## config.mk

```make
export PLATFORM = sky130hd
export DESIGN_NAME = chk_down_counter
export DESIGN_NICKNAME = d
export VERILOG_FILES = /design/src/rtl/halt_result_checker_down_counter.sv
export SDC_FILE = /design/constraint.sdc
export NUM_CORES = 1
export LEC_CHECK = 0
export CORE_AREA = 2 2 39 41
export DETAILED_ROUTE_END_ITERATION = 12
export DIE_AREA = 0 0 41 43
export PLACE_DENSITY_LB_ADDON = 0.1
export REMOVE_ABC_BUFFERS = 1
export SLEW_MARGIN = 15
export SYNTH_ARGS = -nofsm -noshare
export SYNTH_HDL_FRONTEND = slang
export SYNTH_SLANG_ARGS = --single-unit
```

## constraint.sdc

```tcl
create_clock -name clk -period 3.5 [get_ports clk]
set_clock_uncertainty 0.2 [all_clocks]
set_input_delay 0.7 -clock clk [delete_from_list [all_inputs] [get_ports clk]]
set_output_delay 0.7 -clock clk [all_outputs]
set_load 0.02 [all_outputs]
```

## src/rtl/halt_result_checker_down_counter.sv

```systemverilog
// Loadable down-counter with a zero flag. Counts stop at zero; a load
// takes priority over a decrement. RST_VAL is the value held after reset.
module chk_down_counter #(
    parameter int            W       = 8,
    parameter logic [W-1:0]  RST_VAL = {W{1'b0}}
) (
    input  logic         clk,
    input  logic         rst_n,
    input  logic         load,
    input  logic [W-1:0] load_val,
    input  logic         dec,
    output logic         zero
);

    localparam logic [W-1:0] ONE = W'(32'd1);

    logic [W-1:0] count_r;

    // Count register: load, else decrement while non-zero
    always_ff @(posedge clk or negedge rst_n) begin
        if (!rst_n) begin
            count_r <= RST_VAL;
        end else if (load) begin
            count_r <= load_val;
        end else if (dec && (count_r != {W{1'b0}})) begin
            count_r <= count_r - ONE;
        end else begin
            count_r <= count_r;
        end
    end

    assign zero = (count_r == {W{1'b0}});

endmodule

```

# Word-level counts from Yosys, hierarchy flattened
# Index checks and enable logic that the tools add are counted.
[op_classes]
addsub = 1
muxes = 2
n_reduce_logical = 4
[op_table]
columns = ["op", "n"]
rows = [
  ["$mux W8", 2],
  ["$logic_not A8 Y1", 1],
  ["$reduce_bool A8 Y1", 1],
  ["$sub A8 B1 Y8 const B", 1],
  ["$reduce_bool A2 Y1", 1],
  ["$logic_and A1 B1 Y1", 1],
]
[totals]
reg_bits = 8
input_bits = 12
out_inout_bits = 1
elab_cells = 8

# Logic depth before layout (Yosys ltp)
# Gate-level depths: netlist (run 1).
[logic_depth]
depth_word = 4
mapped_depth = 5
ltp_nobuf = 5

# Worst setup path before layout (run 1)
# OpenSTA, ideal clock, no wires.
[synth_timing]
path_type = "register to output"
startpoint = "reg count_r[0]"
endpoint = "out zero"
arrival_time_ns = 1.435
required_ns = 2.600
path_slack_ns = 1.165
stages_incl_launch_ff = 5
path_buffers = 0
path_cell_list = "dfrtp_1 > inv_1 > ha_1 > or3b_2 > nor2_1"
[synth_between]
elab_chain_len = 1
[synth_rtl]
columns = ["element", "line", "rtl"]
rows = [
  ["from (decl)", "17", "logic [W-1:0] count_r;"],
  ["from (signal assigned)", "24", "count_r <= load_val;"],
  ["from (signal assigned)", "26", "count_r <= count_r - ONE;"],
  ["from (signal assigned)", "28", "count_r <= count_r;"],
  ["$logic_not A8 Y1", "32", "assign zero = (count_r == {W{1'b0}});"],
  ["to (decl)", "12", "output logic zero"],
]
# No other way between the ends.

# Worst setup path after layout (run 1)
# Same ends and word-level chain as after synthesis.

==> metrics, run 1 <==
status=complete, no violations; Num Clock Sinks=8; Comb pwr share=23.7%; row count=14; Primary FF master, synth=dfrtp_1; R2R Path End=count_r[6]; largest family of logic cells by synthesized area=simple AND/OR/NAND/NOR gates; core area=1380 µm²; count of state elements after synthesis=8; Post-Syn Instances=58; WL/cell=14.0 µm; Max-cap violations=0; post-synthesis compound-gate area fraction=26.1%; EDFF count, synth=0; Post-DP HPWL=871 µm; CTS clk-pin slew, worst paths=0.06 ns; Post-Route WL=1230 µm; Worst Max-Slew Pin Slew=0.679 ns; CP Class=flop to primary output; die height=43 µm; Die ar.=1760 µm²; Worst setup EP type=primary output; Post-CTS Setup Inserts=0; antenna-violating nets left=0; Switching Fraction=30.2%; cell taking the most area after synthesis=dfrtp_1; Worst EP arrival=2.19 ns; r2r setup slk=1.38 ns; Seq pwr share=46.2%; CP startpoint=count_r[0]; Worst-Skew Late Latency=0.26 ns; gr ovfl total=0; initial detailed-routing violation count=14; Final Hold Viols=0; DR vias=518; GP Congestion=0.826; clk buf depth=2; CP startpoint kind=flop; DR vias/cell=5.89; chip width=41 µm; area delta synth->final=30.6%; Int Pwr=0.000173 W; Tmin final=3.09 ns; WP data required=2.60 ns; DR pass1 iterations=4; CTS tree=done; biggest registers after layout=count_r: 8 flops; Largest register FFs=8; period utilization=88.4%; leakage=0.260 nW; share of post-route cells with drive strength above 1=8.33%; Reg with most FFs=count_r; TNS Setup=0 ns; cts bufs inserted=3; gr usage total=17.0%; reg2reg start=count_r[2]; Yosys top cell area share=37.9%; PwrDens=360 nW/µm²; diode count=0; commonest non-fill, non-tap cell in the layout=clkdlybuf4s50_1; Layout Nets=88; power share of the clock group=30.1%; sequential-to-total area share from yosys stat=37.9%; mux cell area share after synthesis=0%; xor/xnor share of the synthesized area=0%; Fmax=323 MHz; crit-path max FO=4; PostCTS Resize Cnt=0; largest net degree at the start of global routing=15; antenna violations before repair=0; H-tree depth=1; worst reg2reg path depth=3; ranking of synthesized cells by area=dfrtp_1 38%, ha_1 4.7%, nor3b_1 4.3%; Initial Utilization=38.2%; simple-gate share of the synthesized area=27.5%; Post-CTS Hold Buffers=0; Mean Syn Cell Area=9.10 µm²; DRC violations left=0; P_sw=0.0000748 W; peak supply drop=0.131 mV; Root Buffer=clkbuf_4; worst hold path class=flop to flop; first-pass GRT wire length=1990 µm; I/O Buffers=12; Setup crit end=zero; Post-synth ARST share=100%; Synth Area in Adders=4.74%; number of distinct library cells after synthesis=31; IO Count=13; Final setup viols=0; warnings from Yosys=0; vias in the first global route=449; most frequent cells in the layout=12 x clkdlybuf4s50_1, 8 x dfrtp_1, 5 x nor2_1; RSZ-0062 raised after global routing=false; Pins Over Slew Limit=0; Mapped Area=528 µm²; Slew headroom=54.6%; Final Util=49.8%
-- cells by family (layout without fill, tap and decap cells) --
logic type / Yosys count / count (layout)
simple gates: 25 / 25
buf+inv: 5 / 19
compound gates: 18 / 18
flops: 8 / 8
fa+ha+maj: 2 / 2
-- critical path: stages (launching register included) --
cell	delay (ns)
dfrtp_1	0.39
inv_1	0.10
ha_1	0.19
or3b_2	0.48
nor2_1	0.14
clkdlybuf4s50_1	0.62
-- metrics by stage --
step / power [W] / hold slack [ns] / area (µm²) / instances / worst slack [ns]
2_1_floorplan: 0.000147 / 0.204 / 519 / 56 / 1.16
3_3_place_gp: 0.000174 / 0.366 / 667 / 85 / 0.709
3_5_place_dp: 0.000175 / 0.373 / 667 / 85 / 0.676
4_1_cts: 0.000251 / 0.385 / 689 / 88 / 0.388
5_1_grt: 0.000265 / 0.411 / 689 / 88 / 0.284
6_report: 0.000248 / 0.376 / 689 / 88 / 0.406
-- Yosys cell counts, types with 2 or more instances --
cell type	number
nand4_1	2
or4_1	3
nand3_1	2
a31oi_1	2
nor2_1	5
ha_1	2
o21ai_0	2
nor3b_1	3
a21oi_1	3
nor3_1	3
dfrtp_1	8
inv_1	2
a221o_1	2
nand2_1	2
-- power groups by stage --
stage	Sequential (W)	Clock (W)	Combinational, W
6_report	0.000115	0.0000746	0.0000588
2_1_floorplan	0.000113	0	0.0000344
3_5_place_dp	0.000116	0	0.0000588
4_1_cts	0.000114	0.0000777	0.0000592
3_3_place_gp	0.000116	0	0.0000585
5_1_grt	0.000117	0.0000822	0.0000657
-- layer usage --
metal / GRT usage [%] / wire length, µm / vias to the layer above / share of wire [%]
met5: 0 / 0 / - / 0
li1: - / - / 261 / -
met4: 12.0 / 25 / 0 / 2.0
met3: 3.14 / 67 / 4 / 5.4
met1: 24.2 / 613 / 236 / 50
met2: 21.9 / 524 / 17 / 43
-- area by class of cell --
cell class                 instances  area (µm²)
multi-input combinational         45         308
fill                             144         694
tap                               16        20.0
timing repair buffer              13         128
clock buffer                       3        22.5
inverter                           3        11.3
sequential                         8         200
-- worst min-delay path by stage --
stage | start | to | slack [ns] | cells past startpoint
floorplan | rst_n | count_r[0] | 0.20 | 0
global placement | count_r[0] | count_r[0] | 0.37 | 2
detailed placement | count_r[0] | count_r[0] | 0.37 | 2
CTS | count_r[1] | count_r[1] | 0.38 | 2
global route | count_r[4] | count_r[4] | 0.41 | 2
finish | count_r[1] | count_r[1] | 0.38 | 2
Power figures use the tool's default switching activity.
==> inputs of run 2 (changes only) <==
--- a/config.mk
+++ b/config.mk
@@ -5,9 +5,11 @@
 export SDC_FILE = /design/constraint.sdc
 export NUM_CORES = 1
 export LEC_CHECK = 0
-export CORE_AREA = 2 2 39 41
+export CAP_MARGIN = 30
+export CORE_MARGIN = 2
+export CORE_UTILIZATION = 30
 export DETAILED_ROUTE_END_ITERATION = 12
-export DIE_AREA = 0 0 41 43
+export HOLD_SLACK_MARGIN = 0.03
 export PLACE_DENSITY_LB_ADDON = 0.1
 export REMOVE_ABC_BUFFERS = 1
 export SLEW_MARGIN = 15
==> metrics, run 2 (synthesis results as in run 1) <==
status=complete, no violations; chip width=46.0 µm (+12%); Slew headroom=53.8% (-0.85 points); Die ar.=2110 µm² (+20%); Post-DP HPWL=925 µm (+6.1%); period utilization=88.9% (+0.52 points); multi-input logic area=308 µm² (unchanged); Layout Nets=88 (unchanged); PwrDens=358 nW/µm² (-0.36%); Reg with most FFs=count_r; Largest register FFs=8 (unchanged); I/O Buffers=12 (unchanged); Worst-Skew Late Latency=0.27 ns (about the same); most frequent cells in the layout=12 x clkdlybuf4s50_1, 8 x dfrtp_1, 5 x nor2_1; CTS clk-pin slew, worst paths=0.05 ns (about the same); GP Congestion=0.849 (+2.8%); Post-CTS Hold Buffers=0 (unchanged); clk buf depth=2 (unchanged); PostCTS Resize Cnt=0 (unchanged); Worst setup EP type=primary output; leakage=0.260 nW (unchanged); WP data required=2.60 ns (about the same); crit-path max FO=4 (unchanged); RSZ-0062 raised after global routing=false; DRC violations left=0 (unchanged); Final setup viols=0 (unchanged); share of post-route cells with drive strength above 1=8.33% (unchanged); Fmax=321 MHz (-0.59%); Final Hold Viols=0 (unchanged); Max-cap violations=0 (unchanged); Root Buffer=clkbuf_4; Initial Utilization=31.3% (-6.9 points); first-pass GRT wire length=2210 µm (+11%); DR vias/cell=5.62 (-4.6%); commonest non-fill, non-tap cell in the layout=clkdlybuf4s50_1; gr usage total=15.6% (-1.4 points); fin cells=89 (+1.1%); cts bufs inserted=3 (unchanged); gr ovfl total=0 (unchanged); Worst EP arrival=2.21 ns (+0.02 ns); area delta synth->final=30.8%; largest net degree at the start of global routing=15 (unchanged); row count=15 (+1); DR pass1 iterations=3 (-1); Worst Max-Slew Pin Slew=0.687 ns (+0.00784 ns); worst hold path class=flop to flop; Pins Over Slew Limit=0 (unchanged); antenna-violating nets left=0 (unchanged); TNS Setup=0 ns (unchanged); WL/cell=14.7 µm (+5.2%); CP startpoint kind=flop; biggest registers after layout=count_r: 8 flops; diode count=0 (unchanged); vias in the first global route=464 (+3.3%); DR vias=500 (-3.5%); Post-Route WL=1310 µm (+6.4%); H-tree depth=1 (unchanged); CTS tree=done; Register Area=200 µm² (unchanged); initial detailed-routing violation count=5 (-9); die height=46.0 µm (+6.9%); # placed instances=86 (+1.2%); core area=1690 µm² (+22%); antenna violations before repair=0 (unchanged); CP Class=flop to primary output; Filler cells=173 (+20%); peak supply drop=0.154 mV (+17%); Tmin final=3.11 ns (+0.0182 ns); Post-CTS Setup Inserts=0 (unchanged); IO Count=13 (unchanged); Num Clock Sinks=8 (unchanged)
==> run 2: worst max-delay path: stages (launching register included) <==
cell	delay [ns]
dfrtp_1	0.39
inv_1	0.11
ha_1	0.20
or3b_2	0.49
nor2_1	0.15
clkdlybuf4s50_1	0.63
==> run 2: per-stage QoR <==
| step | util (%) | instance area, µm² | hold slack [ns] | worst slack, ns | power (W) |
|---|---|---|---|---|---|
| 2_1_floorplan | - | 519 | 0.204 | 1.16 | 0.000147 |
| 3_3_place_gp | 39.6 | 668 | 0.378 | 0.678 | 0.000175 |
| 3_5_place_dp | 39.6 | 668 | 0.376 | 0.662 | 0.000175 |
| 4_1_cts | 40.9 | 691 | 0.388 | 0.363 | 0.000251 |
| 5_1_grt | 40.9 | 691 | 0.403 | 0.212 | 0.000269 |
| 6_report | 40.9 | 691 | 0.384 | 0.388 | 0.000247 |
==> run 2: metal layers <==
| layer | wire [µm] | part of all wire [%] | vias to the layer above | track usage [%] |
|---|---|---|---|---|
| li1 | - | - | 262 | - |
| met1 | 672 | 51 | 225 | 21.3 |
| met2 | 539 | 41 | 11 | 21.4 |
| met3 | 83 | 6.3 | 2 | 7.14 |
| met4 | 12 | 0.92 | 0 | 5.14 |
| met5 | 0 | 0 | - | 0 |
==> run 2: cell type report <==
cell class,count,share of cell area [%]
Clock buffer,3,3.26
Inverter,3,1.63
Multi-Input combinational cell,45,44.6
Sequential cell,8,29.0
Tap cell,17,3.08
Timing Repair Buffer,13,18.5
==> run 2: report_power, final <==
part	switching (W)	internal [W]
Combinational	0.0000283	0.0000309
Sequential	0.0000118	0.000103
Clock	0.0000342	0.0000394
Total	0.0000744	0.000173
==> run 2: worst paths after layout <==
path,to,slack [ns],depth (start not counted),from
setup / recovery,zero,0.39,5,count_r[0]
hold / removal,count_r[0],0.38,2,count_r[0]
setup reg to reg,count_r[7],1.44,3,count_r[2]
hold reg to reg,count_r[0],0.38,2,count_r[0]
max in group asynchronous,count_r[2],2.28,1,rst_n
min in group asynchronous,count_r[7],0.52,1,rst_n
==> inputs of run 3 (changes only) <==
--- a/config.mk
+++ b/config.mk
@@ -16,3 +16,4 @@
 export SYNTH_ARGS = -nofsm -noshare
 export SYNTH_HDL_FRONTEND = slang
 export SYNTH_SLANG_ARGS = --single-unit
+export TNS_END_PERCENT = 20
==> results of run 3 <==
The final DEF is identical to that of run 2; final timing and power are the same.
